==> src/rtl/wfi_wake_driver_if.sv <==
// Handshake bundle between the WFI wake driver and the core/bench side.
// The master modport is the driver; the slave modport is the side that watches its interrupts.
interface wfi_wake_driver_if;
  logic        enable;
  logic        wfi;
  logic [1:0]  src_sel;
  logic        int_clr;
  logic        ext_int;
  logic        timer_int;
  logic        sw_int;
  logic        busy;
  logic        spurious_wake;
  logic        timeout_err;
  logic [15:0] wake_count;

  modport master (
    input  enable, wfi, src_sel, int_clr,
    output ext_int, timer_int, sw_int, busy, spurious_wake, timeout_err, wake_count
  );

  modport slave (
    output enable, wfi, src_sel, int_clr,
    input  ext_int, timer_int, sw_int, busy, spurious_wake, timeout_err, wake_count
  );
endinterface

==> src/rtl/wfi_wake_driver.sv <==
// Raises one selected interrupt a programmable delay after the core enters WFI and holds it until cleared.
// Optional macro WFI_WAKE_RANDOM_DELAY_EN adds an LFSR-driven 0..15 cycle jitter to the delay.
//
// state | meaning
// IDLE  | waiting for an enabled wfi rise
// DELAY | counting down the wake delay, interrupt low
// WAKE  | interrupt high, waiting for wfi to fall or timeout
// CLEAR | interrupt high, waiting for int_clr from the handler
module wfi_wake_driver #(
  parameter int unsigned WAKE_DELAY   = 16,
  parameter int unsigned WAKE_TIMEOUT = 64,
  parameter logic [7:0]  LFSR_SEED    = 8'hA5
) (
  input logic             clock,
  input logic             reset,
  wfi_wake_driver_if.master bus
);

  typedef enum logic [1:0] {IDLE, DELAY, WAKE, CLEAR} state_t;

  localparam logic [15:0] TMO_LAST = 16'(WAKE_TIMEOUT - 1);

  state_t      state, state_nx;
  logic        wfi_q;
  logic [1:0]  src_q;
  logic [15:0] cnt, cnt_nx;
  logic        spur_q, spur_nx;
  logic        tmo_q, tmo_set;
  logic [15:0] wc_q;
  logic        clr_done;
  logic        load;
  logic [7:0]  load_val;
  logic        rise;

  assign rise = bus.wfi & ~wfi_q;

`ifdef WFI_WAKE_RANDOM_DELAY_EN
  logic [7:0] lfsr;
  logic [8:0] dly_sum;

  always_ff @(posedge clock) begin
    if (reset)
      lfsr <= LFSR_SEED;
    else if (bus.enable)
      lfsr <= {lfsr[6:0], lfsr[7] ^ lfsr[5] ^ lfsr[4] ^ lfsr[3]};
  end

  assign dly_sum  = 9'(WAKE_DELAY) + {5'd0, lfsr[3:0]};
  assign load_val = (dly_sum > 9'd255) ? 8'hFF : dly_sum[7:0];
`else
  // The seed only matters when the random-delay LFSR is built.
  logic unused_seed;
  assign unused_seed = ^LFSR_SEED;
  assign load_val    = 8'(WAKE_DELAY);
`endif

  always_ff @(posedge clock) begin
    if (reset) begin
      state  <= IDLE;
      wfi_q  <= 1'b0;
      src_q  <= 2'd0;
      cnt    <= 16'd0;
      spur_q <= 1'b0;
      tmo_q  <= 1'b0;
      wc_q   <= 16'd0;
    end else begin
      state  <= state_nx;
      wfi_q  <= bus.wfi;
      cnt    <= cnt_nx;
      spur_q <= spur_nx;
      if (load)
        src_q <= bus.src_sel;
      if (tmo_set)
        tmo_q <= 1'b1;
      if (clr_done && wc_q != 16'hFFFF)
        wc_q <= wc_q + 16'd1;
    end
  end

  always_comb begin
    state_nx = state;
    cnt_nx   = cnt;
    spur_nx  = 1'b0;
    tmo_set  = 1'b0;
    clr_done = 1'b0;
    load     = 1'b0;
    if (!bus.enable) begin
      state_nx = IDLE;
    end else begin
      case (state)
        IDLE: begin
          if (rise) begin
            state_nx = DELAY;
            cnt_nx   = {8'd0, load_val};
            load     = 1'b1;
          end
        end
        DELAY: begin
          if (!bus.wfi) begin
            state_nx = IDLE;
            spur_nx  = 1'b1;
          end else if (cnt == 16'd0) begin
            state_nx = WAKE;
            cnt_nx   = 16'd0;
          end else begin
            cnt_nx = cnt - 16'd1;
          end
        end
        WAKE: begin
          // wfi falling takes priority over a simultaneous timeout
          if (!bus.wfi) begin
            state_nx = CLEAR;
          end else if (cnt == TMO_LAST) begin
            state_nx = IDLE;
            tmo_set  = 1'b1;
          end else begin
            cnt_nx = cnt + 16'd1;
          end
        end
        CLEAR: begin
          if (bus.int_clr) begin
            state_nx = IDLE;
            clr_done = 1'b1;
          end
        end
        default: state_nx = IDLE;
      endcase
    end
  end

  always_comb begin
    bus.ext_int   = 1'b0;
    bus.timer_int = 1'b0;
    bus.sw_int    = 1'b0;
    if (state == WAKE || state == CLEAR) begin
      case (src_q)
        2'd0:    bus.ext_int   = 1'b1;
        2'd1:    bus.timer_int = 1'b1;
        2'd2:    bus.sw_int    = 1'b1;
        default: ;
      endcase
    end
    bus.busy          = (state != IDLE);
    bus.spurious_wake = spur_q;
    bus.timeout_err   = tmo_q;
    bus.wake_count    = wc_q;
  end

endmodule

==> src/flat_wrapper.sv <==
// flat-port wrapper written by rule: the top's interface ports become plain ports
module wfi_wake_driver_flat 
#(
  parameter int unsigned WAKE_DELAY   = 16,
  parameter int unsigned WAKE_TIMEOUT = 64,
  parameter logic [7:0]  LFSR_SEED    = 8'hA5
)
  (clock, reset, bus_enable, bus_wfi, bus_src_sel, bus_int_clr, bus_ext_int, bus_timer_int, bus_sw_int, bus_busy, bus_spurious_wake, bus_timeout_err, bus_wake_count);
  wfi_wake_driver_if bus_i ();
  input logic clock;
  input logic reset;
  input wire logic [$bits(bus_i.enable)-1:0] bus_enable;
  input wire logic [$bits(bus_i.wfi)-1:0] bus_wfi;
  input wire logic [$bits(bus_i.src_sel)-1:0] bus_src_sel;
  input wire logic [$bits(bus_i.int_clr)-1:0] bus_int_clr;
  output wire logic [$bits(bus_i.ext_int)-1:0] bus_ext_int;
  output wire logic [$bits(bus_i.timer_int)-1:0] bus_timer_int;
  output wire logic [$bits(bus_i.sw_int)-1:0] bus_sw_int;
  output wire logic [$bits(bus_i.busy)-1:0] bus_busy;
  output wire logic [$bits(bus_i.spurious_wake)-1:0] bus_spurious_wake;
  output wire logic [$bits(bus_i.timeout_err)-1:0] bus_timeout_err;
  output wire logic [$bits(bus_i.wake_count)-1:0] bus_wake_count;
  assign bus_i.enable = bus_enable;
  assign bus_i.wfi = bus_wfi;
  assign bus_i.src_sel = bus_src_sel;
  assign bus_i.int_clr = bus_int_clr;
  assign bus_ext_int = bus_i.ext_int;
  assign bus_timer_int = bus_i.timer_int;
  assign bus_sw_int = bus_i.sw_int;
  assign bus_busy = bus_i.busy;
  assign bus_spurious_wake = bus_i.spurious_wake;
  assign bus_timeout_err = bus_i.timeout_err;
  assign bus_wake_count = bus_i.wake_count;
  wfi_wake_driver #(.WAKE_DELAY(WAKE_DELAY), .WAKE_TIMEOUT(WAKE_TIMEOUT), .LFSR_SEED(LFSR_SEED)) u_core (.clock(clock), .reset(reset), .bus(bus_i));
endmodule
==> config.mk <==
export PLATFORM = sky130hd
export DESIGN_NAME = wfi_wake_driver_flat
export DESIGN_NICKNAME = d
export VERILOG_FILES = /design/src/rtl/wfi_wake_driver_if.sv /design/src/rtl/wfi_wake_driver.sv /design/src/flat_wrapper.sv
export SDC_FILE = /design/constraint.sdc
export NUM_CORES = 1
export LEC_CHECK = 0
export ABC_AREA = 1
export BUFFER_PORTS_ARGS = -buffer_cell sky130_fd_sc_hd__buf_2
export CAP_MARGIN = 0
export CORE_MARGIN = 2
export CORE_UTILIZATION = 64
export DETAILED_ROUTE_END_ITERATION = 7
export PLACE_DENSITY = 0.86
export SLEW_MARGIN = 20
export SYNTH_ARGS = -nofsm -noshare
export SYNTH_HDL_FRONTEND = slang
export SYNTH_SLANG_ARGS = --single-unit
==> constraint.sdc <==
create_clock -name clock -period 3.9 [get_ports clock]
set_input_delay 0.78 -clock clock [delete_from_list [all_inputs] [get_ports clock]]
set_output_delay 0.78 -clock clock [all_outputs]
set_load 0.05 [all_outputs]
==> results of run 1 <==
-- power groups by stage --
stage | logic [uW] | registers (uW) | clock network, uW
finish | 107 | 409 | 269
global route | 120 | 410 | 290
CTS | 107 | 409 | 272
detailed placement | 106 | 418 | 0
global placement | 103 | 418 | 0
floorplan | 87.3 | 416 | 0
-- registers in the layout, summed over array words and instances, names as in the netlist --
register                  flops
u_core.bus.wake_count        16
u_core.cnt                   16
u_core.src_q                  2
u_core.state                  2
u_core.bus.spurious_wake      1
u_core.bus.timeout_err        1
u_core.wfi_q                  1
-- layout make-up --
class,instances,area [um^2],area share [%]
repair buffers,28,140,4.66
well taps,52,65.1,2.16
flip-flops and latches,39,781,26.0
multi-input cells,357,1760,58.6
clock buffers,7,76.3,2.54
clock inverters,1,5.00,0.166
inverters,47,176,5.87
-- per-stage QoR --
step,hold WS [ps],util [%]
6_report,464,70.0
5_1_grt,484,70.0
4_1_cts,468,70.0
3_5_place_dp,450,68.1
3_3_place_gp,444,68.1
2_1_floorplan,464,-
-- metal layers --
| metal | share of wire, % | GRT usage, % | up-vias |
|---|---|---|---|
| met5 | 0 | 0 | - |
| met1 | 44 | 38.3 | 1334 |
| met3 | 6.2 | 4.91 | 16 |
| met4 | 2.3 | 13.9 | 0 |
| met2 | 47 | 46.6 | 100 |
| li1 | - | - | 1521 |
-- worst paths after layout --
kind,cells after the start,from,endpoint,slack (ps)
max,5,u_core.state[0]$_SDFFE_PP0P_,bus_ext_int,1080
min,1,u_core.bus.timeout_err$_SDFFE_PP0P_,u_core.bus.timeout_err$_SDFFE_PP0P_,460
max reg2reg,9,u_core.state[0]$_SDFFE_PP0P_,u_core.cnt[0]$_SDFFE_PP0P_,1580
min reg2reg,1,u_core.bus.timeout_err$_SDFFE_PP0P_,u_core.bus.timeout_err$_SDFFE_PP0P_,460
-- kinds of logic after synthesis --
group | count (synthesis) | share of synthesized area, %
flops | 39 | 27.6
compound gates | 56 | 10.3
fa+ha+maj | 8 | 3.54
xor+xnor | 13 | 4.03
simple gates | 280 | 44.6
buf+inv | 64 | 9.96
-- cells in the mapped netlist (2+ instances only) --
cell type | instances | share of area, %
nor2_2 | 5 | 1.1
nor2_4 | 6 | 2.4
o21ai_0 | 18 | 3.2
nor3_1 | 12 | 2.1
nand2_2 | 4 | 0.89
buf_2 | 3 | 0.53
inv_1 | 44 | 5.8
buf_6 | 3 | 1.2
buf_4 | 4 | 1.1
or2_2 | 2 | 0.44
ha_1 | 8 | 3.5
nand4_1 | 12 | 2.7
inv_2 | 3 | 0.40
xor2_1 | 8 | 2.5
nand2_1 | 130 | 17
a21oi_1 | 34 | 6.0
clkbuf_1 | 6 | 0.80
xnor2_1 | 5 | 1.5
nand3_1 | 50 | 8.9
dfxtp_1 | 39 | 28
nor3b_1 | 2 | 0.53
nor2_1 | 53 | 7.0
-- cell usage in the layout, fill, tap and decap left out --
cell type / n
nand3_1: 50
a21oi_1: 34
xor2_1: 8
nand2_4: 1
inv_2: 3
nor3b_1: 2
clkbuf_1: 2
xnor2_1: 5
nand3b_1: 1
nand2_2: 4
o21ai_0: 18
nor2_2: 5
nor4_1: 1
clkinv_2: 1
nor2_4: 6
buf_2: 28
nand2_1: 130
clkbuf_8: 5
a21boi_0: 1
dfxtp_1: 39
nor3_1: 12
nor2_1: 53
o21a_1: 1
nand4_1: 12
or2_2: 2
ha_1: 8
inv_1: 44
nand3_2: 1
o22ai_1: 1
a21oi_2: 1
==> metrics.md, run 1 <==
| Metric | Value |
|---|---|
| Root Driver | `clkbuf_8` |
| Fillers | `388` |
| Initial antenna violation count | `0` |
| CTS tree | `built` |
| CTS Hold Bufs | `0` |
| Port bufs | `28` |
| Worst slew pin tran | `765 ps` |
| Layout Nets | `493` |
| Ports | `29` |
| DP HPWL | `4.93 mm` |
| Vias in the first global route | `2718` |
| RD Place Congestion | `0.914` |
| Global Route Usage Sum | `29.2%` |
| Clock skew | `6.14 ps` |
| Setup Buffers After CTS | `0` |
| Post-route antenna net violation count | `0` |
| RSZ-0062 raised after global routing | `no` |
| Slew Viols, Final | `0` |
| Slew headroom | `49.0%` |
| Htree depth | `2` |
| Post-synth ARST share | `0%` |
| Post-CTS resize count | `0` |
| Buffer and inverter count on the worst path | `2` |
| Clk network pwr share | `34.2%` |
| Wire per inst | `12.8 um` |
| EDFF count, synth | `0` |
| Post-Layout Cell Count | `531` |
| Placed inst area | `0.00293 mm^2` |
| FF+latch count, synth | `39` |
| Ant diodes | `0` |
| Area delta synth->final | `6.42%` |
| Flop pwr share | `52.2%` |
| Final min period | `2820 ps` |
| Total core area | `0.00429 mm^2` |
| Largest net degree at the start of global routing | `29` |
| Cells after Synth | `460` |
| Internal Power | `559 uW` |
| Post-route cell area | `0.00301 mm^2` |
| Cell Area, Synth | `0.00283 mm^2` |
| Netlist cell types | `31` |
| Num CTS Buffers | `5` |
| Bufs on Longest Clock Path | `2` |
| Crit Path Category | `flop to output pin` |
| Fin. Hold Viols | `0` |
| First-pass GRT wire length | `11.9 mm` |
| DR vias | `2971` |
| Arr. time, crit path | `2040 ps` |
| CP endpoint kind | `output pin` |
| Yosys warnings | `0` |
| Placement Setup Slack | `1400 ps` |
| Psw | `225 uW` |
| Row cnt | `24` |
| Status | `complete, no violations` |
| Worst path required time | `3120 ps` |
| Share of layout cells above drive strength 1 | `11.9%` |
| Die height | `70.4 um` |
| Post-Place Cells | `523` |
| Leakage | `0.00131 uW` |
| Switching share of total power | `28.7%` |
| Crit path max fanout | `21` |
| Die Wd | `70.4 um` |
| CTS sink count | `39` |
| Setup Total Neg Slack | `0 ps` |
| Final WL | `6.79 mm` |
| DRC viols | `0` |
| Router iterations before antenna repair | `5` |
| Design Power | `784 uW` |
| GRT Residual Overflow | `0` |
| Worst-path cell chain | `inv_1, ha_1, nor2_1, nor3_1, buf_2` |
| Worst vdd ir | `0.221 mV` |
| Post-synth net total | `475` |
| Final setup viols | `0` |
| Max_cap viols | `0` |
| Via density per instance | `5.60` |
| Cell at the slowest stage of the critical path | `ha_1` |
| Reg clk slew, reported paths | `80 ps` |
| Sequential element share of the synthesized area | `27.6%` |
| Syn_area_per_cell | `6.14 um^2` |
| Hold WC Path Type | `flop to flop` |
| Worst path max stage delay | `670 ps` |
| Fin crit share | `72.3%` |
| Ys flop type | `dfxtp_1` |
| Die ar. | `0.00496 mm^2` |
| Worst-Skew Late Latency | `290 ps` |
| Pwr/cell area | `261 mW/mm^2` |
| Fmax | `355 MHz` |
| Worst Setup Start Kind | `flop` |
| CP top delay family | `adder cells` |
| Combinational Power Share | `13.6%` |
| Initial core utilization | `65.8%` |
| Worst setup margin | `1080 ps` |
| Drt initial violations | `242` |
(Power assumes the default switching activity.)
==> run 2, diff against run 1 <==
Settings changed: CORE_UTILIZATION 64 to 54, PLACE_DENSITY 0.86 to 0.77.
Clock period 3.9 ns to 2.35 ns, I/O delays scaled along.
==> run 2 against run 1 <==
- final cell count rose by 4.0%
- sequential share of layout area fell by 0.75 points
- combinational power rose by 70%
- sequential power rose by 66%
- worst hold slack got worse by 44 ps
- highest routed layer unchanged
- first-iteration DRC count fell by 12%
- total power rose by 82%
==> metrics.md, run 2 (synthesis gave the netlist of run 1 again) <==
| Metric | Value |
|---|---|
| Die Wd | `76.3 um (was 70.4 um)` |
| Post-route antenna net violation count | `0 (unchanged)` |
| Initial antenna violation count | `0 (unchanged)` |
| CP endpoint kind | `output pin (unchanged)` |
| Die ar. | `0.00583 mm^2 (was 0.00496 mm^2)` |
| Final min period | `2030 ps` |
| Crit path max fanout | `4 (was 21)` |
| RSZ-0062 raised after global routing | `no (unchanged)` |
| Slew headroom | `69.1% (was 49.0%)` |
| Pwr/cell area | `460 mW/mm^2 (was 261 mW/mm^2)` |
| DP HPWL | `5.11 mm (was 4.93 mm)` |
| Num CTS Buffers | `5 (unchanged)` |
| Post-CTS resize count | `0 (unchanged)` |
| Bufs on Longest Clock Path | `2 (unchanged)` |
| Ports | `29 (unchanged)` |
| Root Driver | `clkbuf_8 (unchanged)` |
| DR vias | `2964 (was 2971)` |
| Layout Nets | `496 (was 493)` |
| Crit Path Category | `flop to output pin (unchanged)` |
| Hold WC Path Type | `input pin to flop (was flop to flop)` |
| Util after Layout | `61.0% (was 70.0%)` |
| Via density per instance | `5.37 (was 5.60)` |
| Grt met3 use | `2.84% (was 4.91%)` |
| Total core area | `0.00507 mm^2 (was 0.00429 mm^2)` |
| Max_cap viols | `0 (unchanged)` |
| Port bufs | `28 (unchanged)` |
| Post-Layout Cell Count | `552 (was 531)` |
| Worst Setup Start Kind | `flop (unchanged)` |
| Status | `complete, no violations (unchanged)` |
| Die height | `76.3 um (was 70.4 um)` |
| Met2 Use GR | `40.9% (was 46.6%)` |
| Fin crit share | `86.5%` |
| DRC viols | `0 (unchanged)` |
| Area delta synth->final | `9.57% (was 6.42%)` |
| Worst slew pin tran | `460 ps (was 765 ps)` |
| Reg clk slew, reported paths | `70 ps (was 80 ps)` |
| First-pass GRT wire length | `11.8 mm (was 11.9 mm)` |
| Setup Buffers After CTS | `0 (unchanged)` |
| GRT Residual Overflow | `0 (unchanged)` |
| Global Route Usage Sum | `24.3% (was 29.2%)` |
| CTS Hold Bufs | `0 (unchanged)` |
| Fin. Hold Viols | `0 (unchanged)` |
| Fmax | `492 MHz` |
| Row cnt | `26 (was 24)` |
| Ant diodes | `0 (unchanged)` |
| Final setup viols | `0 (unchanged)` |
| Clock skew | `7.56 ps (was 6.14 ps)` |
| Slew Viols, Final | `0 (unchanged)` |
| Htree depth | `2 (unchanged)` |
| Met1 usage | `33.1% (was 38.3%)` |
| CTS tree | `built (unchanged)` |
| Cell at the slowest stage of the critical path | `dfxtp_1 (was ha_1)` |
| Drt initial violations | `214 (was 242)` |
| Router iterations before antenna repair | `5 (unchanged)` |
| RD Place Congestion | `0.893 (was 0.914)` |
| Leakage | `0.00135 uW (was 0.00131 uW)` |
| Top Usage Layer GRT | `met2 (unchanged)` |
| Wire per inst | `12.5 um (was 12.8 um)` |
| Most frequent cells in the layout | `nand2_1, nor2_1, nand3_1, inv_1, dfxtp_1 (unchanged)` |
| Arr. time, crit path | `1560 ps (was 2040 ps)` |
| Post-Place Cells | `544 (was 523)` |
| Worst path required time | `1880 ps (was 3120 ps)` |
| Share of layout cells above drive strength 1 | `13.5% (was 11.9%)` |
| Worst path max stage delay | `360 ps (was 670 ps)` |
| Largest net degree at the start of global routing | `19 (was 29)` |
| R2r setup slk | `410 ps (was 1580 ps)` |
| CTS sink count | `39 (unchanged)` |
| Initial core utilization | `55.7% (was 65.8%)` |
| Vias in the first global route | `2655 (was 2718)` |
| Design Power | `1420 uW (was 784 uW)` |
| Worst-Skew Late Latency | `300 ps (was 290 ps)` |
| Worst vdd ir | `0.396 mV (was 0.221 mV)` |
| Worst-path cell chain | `inv_1, ha_1, nor2_1, nor2_2, buf_2 (was inv_1, ha_1, nor2_1, nor3_1, buf_2)` |
| Leading cell type in the layout, fill and taps excluded | `nand2_1 (unchanged)` |
| Final WL | `6.88 mm (was 6.79 mm)` |
-- run 2: cell count changes in the layout (fill, tap and decap cells not counted), sizes merged --
cell    delta
buf        +3
clkbuf     -2
clkinv     +1
bufinv     +1
-- run 2: worst paths after layout --
| kind | startpoint | cells after the start | to |
|---|---|---|---|
| setup / recovery | u_core.state[0]$_SDFFE_PP0P_ | 5 | bus_sw_int |
| hold / removal | bus_src_sel[1] | 3 | u_core.src_q[1]$_SDFFE_PP0P_ |
| setup reg to reg | u_core.state[1]$_SDFFE_PP0P_ | 9 | u_core.cnt[0]$_SDFFE_PP0P_ |
| hold reg to reg | u_core.bus.timeout_err$_SDFFE_PP0P_ | 1 | u_core.bus.timeout_err$_SDFFE_PP0P_ |
-- run 2: worst max-delay path, delay by kind of cell, from the launching register on --
kind / cells / cell delay, ps
flops: 1 / 360
simple gates: 2 / 360
fa+ha+maj: 1 / 240
buf+inv: 2 / 300
-- run 2: power by group --
part,internal [uW],switching (uW)
clock network,316,247
registers,669,10.8
logic,53.6,129
-- run 2: routing by layer --
| metal | vias up | share of wire (%) |
|---|---|---|
| li1 | 1520 | - |
| met1 | 1331 | 47 |
| met2 | 107 | 45 |
| met3 | 6 | 6.6 |
| met4 | 0 | 1.1 |
| met5 | - | 0 |
-- run 2: metrics by stage --
step / area (um^2) / setup TNS (ps) / setup WS [ps] / hold WS [ps]
floorplan: 2840 / -68.8 / -34.4 / 471
global placement: 2980 / 0 / 501 / 449
detailed placement: 2980 / 0 / 426 / 458
CTS: 3100 / 0 / 289 / 413
global route: 3100 / 0 / 225 / 455
finish: 3100 / 0 / 318 / 420
-- run 2: layout make-up --
type,count,area (um^2)
Inverter,47,176
Fill cell,495,1980
Sequential cell,39,781
Timing Repair Buffer,31,163
Clock buffer,5,68.8
Clock inverter,3,43.8
Multi-Input combinational cell,357,1780
Tap cell,70,87.6
